**config.mk**
```make
export PLATFORM = sky130hd
export DESIGN_NAME = core_executor_flat
export DESIGN_NICKNAME = d
export VERILOG_FILES = /design/src/rtl/core_executor_if.sv /design/src/rtl/core_executor.sv /design/src/flat_wrapper.sv
export SDC_FILE = /design/constraint.sdc
export NUM_CORES = 1
export LEC_CHECK = 0
export ABC_AREA = 1
export CAP_MARGIN = 20
export CORE_MARGIN = 2
export CORE_UTILIZATION = 50
export CTS_CLUSTER_DIAMETER = 150
export DETAILED_ROUTE_END_ITERATION = 10
export DONT_BUFFER_PORTS = 1
export HOLD_SLACK_MARGIN = 0.1
export PLACE_DENSITY = 0.65
export SLEW_MARGIN = 5
export SYNTH_ARGS = -nofsm -noshare
export SYNTH_HDL_FRONTEND = slang
export SYNTH_SLANG_ARGS = --single-unit
```
**constraint.sdc**
```tcl
create_clock -name clock -period 4.3 [get_ports clock]
set_input_delay 0.43 -clock clock [delete_from_list [all_inputs] [get_ports clock]]
set_output_delay 0.43 -clock clock [all_outputs]
set_load 0.05 [all_outputs]
```
**src/rtl/core_executor_if.sv**
```systemverilog
// rtl/core_executor_if.sv - instruction/register-load bus between instruction processor and core executor
interface core_executor_if #(
    parameter int WIDTH = 16
);
    logic [WIDTH-2:0] instruction;
    logic             instrValid;
    logic [3:0]       regChoose;
    logic [WIDTH-1:0] regData;
    logic             stall;
    logic [3:0]       flags;
    logic [WIDTH-1:0] reg0Out;
    logic [WIDTH-1:0] reg1Out;
    logic [WIDTH-1:0] reg2Out;
    logic [WIDTH-1:0] reg3Out;

    modport master (
        output instruction, instrValid, regChoose, regData,
        input  stall, flags, reg0Out, reg1Out, reg2Out, reg3Out
    );

    modport slave (
        input  instruction, instrValid, regChoose, regData,
        output stall, flags, reg0Out, reg1Out, reg2Out, reg3Out
    );
endinterface

```
**src/rtl/core_executor.sv**
```systemverilog
// rtl/core_executor.sv - decodes and conditionally executes ALU/MOVI instructions on a 4x16 register file
// with NZCV flags; multiply runs as a 16-step shift-add sequence while holding stall.
module core_executor #(
    parameter int WIDTH       = 16,
    parameter int INSTR_WIDTH = WIDTH - 1,
    parameter int NREGS       = 4
) (
    input  logic          clock,
    input  logic          reset,
    core_executor_if.slave bus
);
    localparam int MSB = WIDTH - 1;

    localparam logic [3:0] OP_ADD = 4'b0000;
    localparam logic [3:0] OP_SUB = 4'b0001;
    localparam logic [3:0] OP_AND = 4'b0010;
    localparam logic [3:0] OP_OR  = 4'b0011;
    localparam logic [3:0] OP_MUL = 4'b0100;
    localparam logic [3:0] OP_XOR = 4'b0101;
    localparam logic [3:0] OP_NOT = 4'b0110;
    localparam logic [3:0] OP_SHL = 4'b0111;
    localparam logic [3:0] OP_SHR = 4'b1000;
    localparam logic [3:0] OP_MOV = 4'b1001;

    typedef enum logic {S_IDLE, S_MUL} state_t;

    state_t               r_state;
    logic [WIDTH-1:0]     r_regs [NREGS];
    logic [3:0]           r_flags;
    logic                 r_stall;
    logic [2*WIDTH-1:0]   r_acc;
    logic [2*WIDTH-1:0]   r_mcand;
    logic [WIDTH-1:0]     r_mplier;
    logic [4:0]           r_cnt;
    logic [1:0]           r_mdst;

    logic [INSTR_WIDTH-1:0] w_instr;
    logic                 w_accept;
    logic                 w_is_alu;
    logic [3:0]           w_opcode;
    logic [3:0]           w_cond;
    logic [1:0]           w_dst;
    logic [WIDTH-1:0]     w_op1;
    logic [WIDTH-1:0]     w_op2;
    logic [WIDTH-1:0]     w_movi_cur;
    logic                 w_n, w_z, w_c_flag, w_v_flag;
    logic                 w_cond_ok;
    logic [WIDTH:0]       w_sum;
    logic [WIDTH:0]       w_diff;
    logic [WIDTH-1:0]     w_result;
    logic                 w_c;
    logic                 w_v;
    logic                 w_reg_we;
    logic                 w_set_nzcv;
    logic [1:0]           w_wdst;
    logic [3:0]           w_flags_next;
    logic                 w_mul_start;
    logic                 w_mul_done;
    logic [2*WIDTH-1:0]   w_acc_step;
    logic                 w_mul_hi_nz;
    logic [3:0]           w_mul_flags;

    assign w_instr    = bus.instruction;
    assign w_accept   = bus.instrValid & ~r_stall;
    assign w_is_alu   = w_instr[14];
    assign w_opcode   = w_instr[13:10];
    assign w_cond     = w_instr[9:6];
    assign w_dst      = w_instr[5:4];
    assign w_op1      = r_regs[w_instr[3:2]];
    assign w_op2      = r_regs[w_instr[1:0]];
    assign w_movi_cur = r_regs[w_instr[9:8]];

    assign {w_n, w_z, w_c_flag, w_v_flag} = r_flags;

    always_comb begin
        w_cond_ok = 1'b0;
        case (w_cond)
            4'b0000: w_cond_ok = w_z;
            4'b0001: w_cond_ok = ~w_z;
            4'b0010: w_cond_ok = w_c_flag;
            4'b0011: w_cond_ok = ~w_c_flag;
            4'b0100: w_cond_ok = w_n;
            4'b0101: w_cond_ok = ~w_n;
            4'b0110: w_cond_ok = w_v_flag;
            4'b0111: w_cond_ok = ~w_v_flag;
            4'b1000: w_cond_ok = (w_n == w_v_flag);
            4'b1001: w_cond_ok = (w_n != w_v_flag);
            4'b1010: w_cond_ok = 1'b1;
            default: w_cond_ok = 1'b0;
        endcase
    end

    // Carry/borrow come from the extra top bit of these widened results.
    assign w_sum  = {1'b0, w_op1} + {1'b0, w_op2};
    assign w_diff = {1'b0, w_op1} - {1'b0, w_op2};

    always_comb begin
        w_result   = '0;
        w_c        = 1'b0;
        w_v        = 1'b0;
        w_reg_we   = 1'b0;
        w_set_nzcv = 1'b0;
        w_wdst     = w_dst;
        if (w_accept) begin
            if (w_is_alu) begin
                if (w_cond_ok) begin
                    case (w_opcode)
                        OP_ADD: begin
                            w_result   = w_sum[MSB:0];
                            w_c        = w_sum[WIDTH];
                            w_v        = (w_op1[MSB] == w_op2[MSB]) && (w_sum[MSB] != w_op1[MSB]);
                            w_reg_we   = 1'b1;
                            w_set_nzcv = 1'b1;
                        end
                        OP_SUB: begin
                            w_result   = w_diff[MSB:0];
                            w_c        = ~w_diff[WIDTH];
                            w_v        = (w_op1[MSB] != w_op2[MSB]) && (w_diff[MSB] != w_op1[MSB]);
                            w_reg_we   = 1'b1;
                            w_set_nzcv = 1'b1;
                        end
                        OP_AND: begin
                            w_result   = w_op1 & w_op2;
                            w_reg_we   = 1'b1;
                            w_set_nzcv = 1'b1;
                        end
                        OP_OR: begin
                            w_result   = w_op1 | w_op2;
                            w_reg_we   = 1'b1;
                            w_set_nzcv = 1'b1;
                        end
                        OP_XOR: begin
                            w_result   = w_op1 ^ w_op2;
                            w_reg_we   = 1'b1;
                            w_set_nzcv = 1'b1;
                        end
                        OP_NOT: begin
                            w_result   = ~w_op1;
                            w_reg_we   = 1'b1;
                            w_set_nzcv = 1'b1;
                        end
                        OP_SHL: begin
                            w_result   = {w_op1[MSB-1:0], 1'b0};
                            w_c        = w_op1[MSB];
                            w_reg_we   = 1'b1;
                            w_set_nzcv = 1'b1;
                        end
                        OP_SHR: begin
                            w_result   = {1'b0, w_op1[MSB:1]};
                            w_c        = w_op1[0];
                            w_reg_we   = 1'b1;
                            w_set_nzcv = 1'b1;
                        end
                        OP_MOV: begin
                            w_result   = w_op2;
                            w_reg_we   = 1'b1;
                        end
                        default: begin
                        end
                    endcase
                end
            end else if (w_instr[12:10] == 3'b000) begin
                w_wdst   = w_instr[9:8];
                w_result = w_instr[13] ? {w_instr[7:0], w_movi_cur[7:0]}
                                       : {w_movi_cur[MSB:8], w_instr[7:0]};
                w_reg_we = 1'b1;
            end
        end
    end

    assign w_flags_next = w_set_nzcv ? {w_result[MSB], ~|w_result, w_c, w_v} : r_flags;

    assign w_mul_start = w_accept & w_is_alu & w_cond_ok & (w_opcode == OP_MUL);
    assign w_mul_done  = (r_state == S_MUL) && (r_cnt == 5'd1);
    assign w_acc_step  = r_acc + (r_mplier[0] ? r_mcand : '0);
    assign w_mul_hi_nz = |w_acc_step[2*WIDTH-1:WIDTH];
    assign w_mul_flags = {w_acc_step[MSB], ~|w_acc_step[MSB:0], w_mul_hi_nz, w_mul_hi_nz};

    always_ff @(posedge clock or posedge reset) begin
        if (reset) begin
            r_state  <= S_IDLE;
            r_flags  <= '0;
            r_stall  <= 1'b0;
            r_acc    <= '0;
            r_mcand  <= '0;
            r_mplier <= '0;
            r_cnt    <= '0;
            r_mdst   <= '0;
            for (int i = 0; i < NREGS; i++) begin
                r_regs[i] <= '0;
            end
        end else begin
            case (r_state)
                S_IDLE: begin
                    r_flags <= w_flags_next;
                    if (w_mul_start) begin
                        r_state  <= S_MUL;
                        r_stall  <= 1'b1;
                        r_acc    <= '0;
                        r_mcand  <= {{WIDTH{1'b0}}, w_op1};
                        r_mplier <= w_op2;
                        r_cnt    <= 5'd16;
                        r_mdst   <= w_dst;
                    end
                end
                S_MUL: begin
                    r_acc    <= w_acc_step;
                    r_mcand  <= r_mcand << 1;
                    r_mplier <= r_mplier >> 1;
                    r_cnt    <= r_cnt - 5'd1;
                    // The 16th step's sum is written back directly, so stall drops on the same edge.
                    if (w_mul_done) begin
                        r_state <= S_IDLE;
                        r_stall <= 1'b0;
                        r_flags <= w_mul_flags;
                    end
                end
                default: begin
                    r_state <= S_IDLE;
                    r_stall <= 1'b0;
                end
            endcase

            for (int i = 0; i < NREGS; i++) begin
                if (bus.regChoose[i]) begin
                    r_regs[i] <= bus.regData;
                end else if (w_mul_done && (r_mdst == 2'(i))) begin
                    r_regs[i] <= w_acc_step[MSB:0];
                end else if (w_reg_we && (w_wdst == 2'(i))) begin
                    r_regs[i] <= w_result;
                end
            end
        end
    end

    assign bus.stall   = r_stall;
    assign bus.flags   = r_flags;
    assign bus.reg0Out = r_regs[0];
    assign bus.reg1Out = r_regs[1];
    assign bus.reg2Out = r_regs[2];
    assign bus.reg3Out = r_regs[3];
endmodule

```
**src/flat_wrapper.sv**
```systemverilog
// flat-port wrapper written by rule: the top's interface ports become plain ports
module core_executor_flat 
#(
    parameter int WIDTH       = 16,
    parameter int INSTR_WIDTH = WIDTH - 1,
    parameter int NREGS       = 4
)
  (clock, reset, bus_instruction, bus_instrValid, bus_regChoose, bus_regData, bus_stall, bus_flags, bus_reg0Out, bus_reg1Out, bus_reg2Out, bus_reg3Out);
  core_executor_if #(.WIDTH(WIDTH)) bus_i ();
  input  logic clock;
  input  logic reset;
  input wire logic [$bits(bus_i.instruction)-1:0] bus_instruction;
  input wire logic [$bits(bus_i.instrValid)-1:0] bus_instrValid;
  input wire logic [$bits(bus_i.regChoose)-1:0] bus_regChoose;
  input wire logic [$bits(bus_i.regData)-1:0] bus_regData;
  output wire logic [$bits(bus_i.stall)-1:0] bus_stall;
  output wire logic [$bits(bus_i.flags)-1:0] bus_flags;
  output wire logic [$bits(bus_i.reg0Out)-1:0] bus_reg0Out;
  output wire logic [$bits(bus_i.reg1Out)-1:0] bus_reg1Out;
  output wire logic [$bits(bus_i.reg2Out)-1:0] bus_reg2Out;
  output wire logic [$bits(bus_i.reg3Out)-1:0] bus_reg3Out;
  assign bus_i.instruction = bus_instruction;
  assign bus_i.instrValid = bus_instrValid;
  assign bus_i.regChoose = bus_regChoose;
  assign bus_i.regData = bus_regData;
  assign bus_stall = bus_i.stall;
  assign bus_flags = bus_i.flags;
  assign bus_reg0Out = bus_i.reg0Out;
  assign bus_reg1Out = bus_i.reg1Out;
  assign bus_reg2Out = bus_i.reg2Out;
  assign bus_reg3Out = bus_i.reg3Out;
  core_executor #(.WIDTH(WIDTH), .INSTR_WIDTH(INSTR_WIDTH), .NREGS(NREGS)) u_core (.clock(clock), .reset(reset), .bus(bus_i));
endmodule
```
==> results_dict.tcl <==
set metrics [dict create \
    critPathKind "reg2reg" \
    max_stage_delay_ps 780 \
    drive_above_1_share_pct 10.01 \
    area_growth_pct 7.758 \
    fin_crit_sh_pct 93.94 \
    cap_violations 0 \
    ys_warn_count 0 \
    drc 0 \
    clock-sinks 157 \
    clockBufferDepth 2 \
    core.rowCount 63 \
    core_sq_um 29800 \
    port_buffers 0 \
    die_w_um 178.2 \
    place_hpwl_mm 49.86 \
    ant_nets 0 \
    synthCells 2372 \
    diodes 0 \
    routabilityCongestion 0.9923 \
    wl_per_cell_um 23.65 \
    io_pins 107 \
    finalHoldViolCount 0 \
    drtIter0Drc 2330 \
    grt_pass1_wl_mm 98.04 \
    status "completed" \
    finalNetCount 2487 \
    cts_tree "done" \
    totalWireLength_mm 65.45 \
    pre_cts_slack_ps 446.8 \
    startpoint "u_core.bus.reg0Out[10]" \
    fp.dieH_um 178.2 \
    post_dp_cell_area_sq_um 15750 \
    clockRootBuffer "clkbuf_16" \
    crit_path_start_kind "register" \
    tns_ps 0 \
    fin_skew_ps 22.94 \
    hp-start "bus_regData[7]" \
    ys_types 57 \
    ctsResizeCount 0 \
    cts_buffers 17 \
    worst_setup_path_end_kind "register" \
    fin_crit_ps 4039 \
    timing.slew.headroom_pct 37.96 \
    min_path_type "in2reg" \
    final_area_sq_um 16350 \
    clk_latency_ps 470 \
    grt_usage_pct 41.39 \
    postCtsSetupRepairBufs 0 \
    slowest_stage "dfrtp_1" \
    synth_seq_cells 157 \
    power.total_mw 7.002 \
    htree_levels 4 \
    fmax_mhz 247.6 \
    grt_max_degree 97 \
    crit_fanout 8 \
    cellLeakagePower_nw 8.084 \
    synth_enable_flop_cells 0 \
    synth_seq_area_share_pct 25.89 \
    finalSetupViolCount 0 \
    ys_async_sr_fraction_pct 100.0 \
    clk_pin_slew_worst_paths_ps 90 \
    synthFlopType "dfrtp_1" \
    tightest_slew_ps 927.5 \
    finish.utilization_pct 54.88 \
    antenna_found_initial 0 \
    syn_nets 2494 \
    dieArea_sq_um 31760 \
    cts_hold_buffers 1 \
    rsz0062_at_grt "no" \
    syn_avg_cell_area_sq_um 6.398 \
    crit_top_cell "nand2_1" \
    slew_violations 0 \
    finalWorstSetupSlack_ps 260.5 \
    via_per_inst 6.167 \
    dr.pass1.iters 6 \
    cp_cell_sequence "nand2_1, nand3_1, and2_1, inv_1, ha_1, inv_1, nand2_1, inv_1, nand2_1, nand2_1, a21oi_1, a21oi_1, nor2_1, nand2_1, nand2_1, nand2_1, nor2_1, nand2_1, nor2_1, nand3_1, a21oi_1" \
    worstPathRequired_ps 4700 \
    overflow 0 \
    netlist_area_sq_um 15180 \
    crit_family "simple AND/OR/NAND/NOR gates" \
    p_per_area_nw_per_um2 428.2 \
    worst-path-buf-inv 3 \
    vias 17069 \
    grt_pass1_vias 15587 \
    arrival_ps 4440 \
    r2r_start "u_core.bus.reg0Out[10]" \
    initial_utilization_pct 50.93 \
    ir_drop_v 0.0003308 \
]
-- per-stage QoR --
| stage | hold slack, ps | cells |
|---|---|---|
| final | 138.8 | 2768 |
| after global routing | 146.7 | 2768 |
| after CTS | 127.6 | 2768 |
| after detailed placement | 365.4 | 2735 |
| after global placement | 364.7 | 2735 |
| after floorplan | 445.9 | 2372 |
-- placed cells by master (no fill, tap or decap), types with 24 or more instances in the layout --
cell type / count
o211ai_1: 91
dfrtp_1: 157
a21oi_1: 196
a21oi_2: 34
ha_1: 81
o21ai_0: 81
inv_1: 247
buf_4: 81
nand3_1: 182
nor2_1: 193
nand2_1: 703
o21ai_1: 37
nand4_1: 24
inv_2: 30
o22ai_1: 25
-- cells in the mapped netlist (2+ instances only) --
| master | count | area (sq um) |
|---|---|---|
| o21ai_1 | 37 | 185.2 |
| a21oi_1 | 196 | 980.9 |
| buf_6 | 8 | 90.09 |
| o22ai_1 | 25 | 156.4 |
| nor4_1 | 2 | 12.51 |
| a31oi_1 | 3 | 18.77 |
| nor2_2 | 6 | 37.54 |
| xnor2_1 | 6 | 52.55 |
| nand4_1 | 24 | 150.1 |
| nand3_2 | 8 | 80.08 |
| o21bai_1 | 15 | 112.6 |
| buf_4 | 8 | 60.06 |
| o21ai_4 | 3 | 48.80 |
| nand3_4 | 3 | 52.55 |
| nand2_2 | 5 | 31.28 |
| buf_2 | 41 | 205.2 |
| nand2_1 | 703 | 2639 |
| nor2_1 | 193 | 724.4 |
| or2_2 | 7 | 43.79 |
| nand3b_1 | 6 | 45.04 |
| nand3_1 | 182 | 910.9 |
| a21oi_2 | 34 | 297.8 |
| inv_4 | 5 | 31.28 |
| o21ai_0 | 81 | 405.4 |
| o211ai_1 | 91 | 683.2 |
| and2_1 | 18 | 112.6 |
| inv_1 | 248 | 930.9 |
| nor2_4 | 4 | 45.04 |
| a21boi_0 | 2 | 15.01 |
| a211oi_1 | 3 | 22.52 |
| dfrtp_1 | 157 | 3929 |
| nor3_1 | 16 | 80.08 |
| buf_1 | 2 | 7.510 |
| xor2_1 | 15 | 131.4 |
| a22oi_2 | 6 | 75.07 |
| ha_1 | 81 | 1013 |
| clkbuf_1 | 49 | 183.9 |
| nor3_2 | 2 | 20.02 |
| a22o_1 | 9 | 78.83 |
| fa_1 | 3 | 60.06 |
| o221ai_1 | 17 | 148.9 |
| clkinv_1 | 4 | 15.01 |
| inv_2 | 30 | 112.6 |
-- metal layers --
metal	part of all wire (%)	GRT usage (%)	vias to the layer above
met2	41	59.11	1081
met4	4.1	16.46	0
li1	-	-	7802
met1	43	59.01	8052
met3	12	11.19	134
met5	0	0	-
-- logic make-up (layout without fill, tap and decap cells) --
| family | Yosys count | in the layout | synth area share, % |
|---|---|---|---|
| fa+ha+maj | 84 | 84 | 7.074 |
| flops | 157 | 157 | 25.89 |
| compound gates | 528 | 528 | 21.59 |
| xor+xnor | 21 | 21 | 1.212 |
| simple gates | 1184 | 1184 | 33.20 |
| buf+inv | 398 | 404 | 11.03 |
-- final timing paths --
path	slack [ps]	end	cells after the start
worst min register to register	490	u_core.r_acc[15]	2
max in group asynchronous	2850	u_core.bus.flags[1]	3
worst max-delay path	260	u_core.bus.flags[2]	21
min in group asynchronous	490	u_core.r_acc[25]	2
worst max register to register	260	u_core.bus.flags[2]	21
worst min-delay path	140	u_core.bus.reg0Out[7]	2
-- layout make-up --
| type | count | area (sq um) |
|---|---|---|
| Sequential cell | 157 | 3929 |
| Clock inverter | 14 | 150.1 |
| Clock buffer | 18 | 439.2 |
| Inverter | 289 | 1116 |
| Multi-Input combinational cell | 1817 | 9593 |
| Fill cell | 3066 | 13440 |
| Timing Repair Buffer | 83 | 638.1 |
| Tap cell | 390 | 488.0 |
-- power breakdown --
part / internal [mW] / switching [mW]
sequential: 1.79 / 0.494
combinational: 0.944 / 2.19
clock: 0.793 / 0.790
-- flip-flops by register name, indices dropped and copies added, names as in the netlist --
name / count
u_core.r_cnt: 5
u_core.bus.reg0Out: 16
u_core.r_acc: 32
u_core.r_mcand: 32
u_core.r_state: 1
u_core.r_mdst: 2
u_core.r_mplier: 16
u_core.bus.reg2Out: 16
u_core.bus.flags: 4
u_core.bus.reg1Out: 16
u_core.bus.reg3Out: 16
u_core.bus.stall: 1
-- worst reg2reg max path: stages, from the launching register on --
cell and delay [ps]:
dfrtp_1 780, nand2_1 130, nand3_1 90, and2_1 240, inv_1 120, ha_1 490
inv_1 170, nand2_1 210, inv_1 70, nand2_1 70, nand2_1 80, a21oi_1 360
a21oi_1 130, nor2_1 130, nand2_1 120, nand2_1 80, nand2_1 200, nor2_1 160
nand2_1 70, nor2_1 80, nand3_1 70, a21oi_1 150
Power figures use the tool's default switching activity.
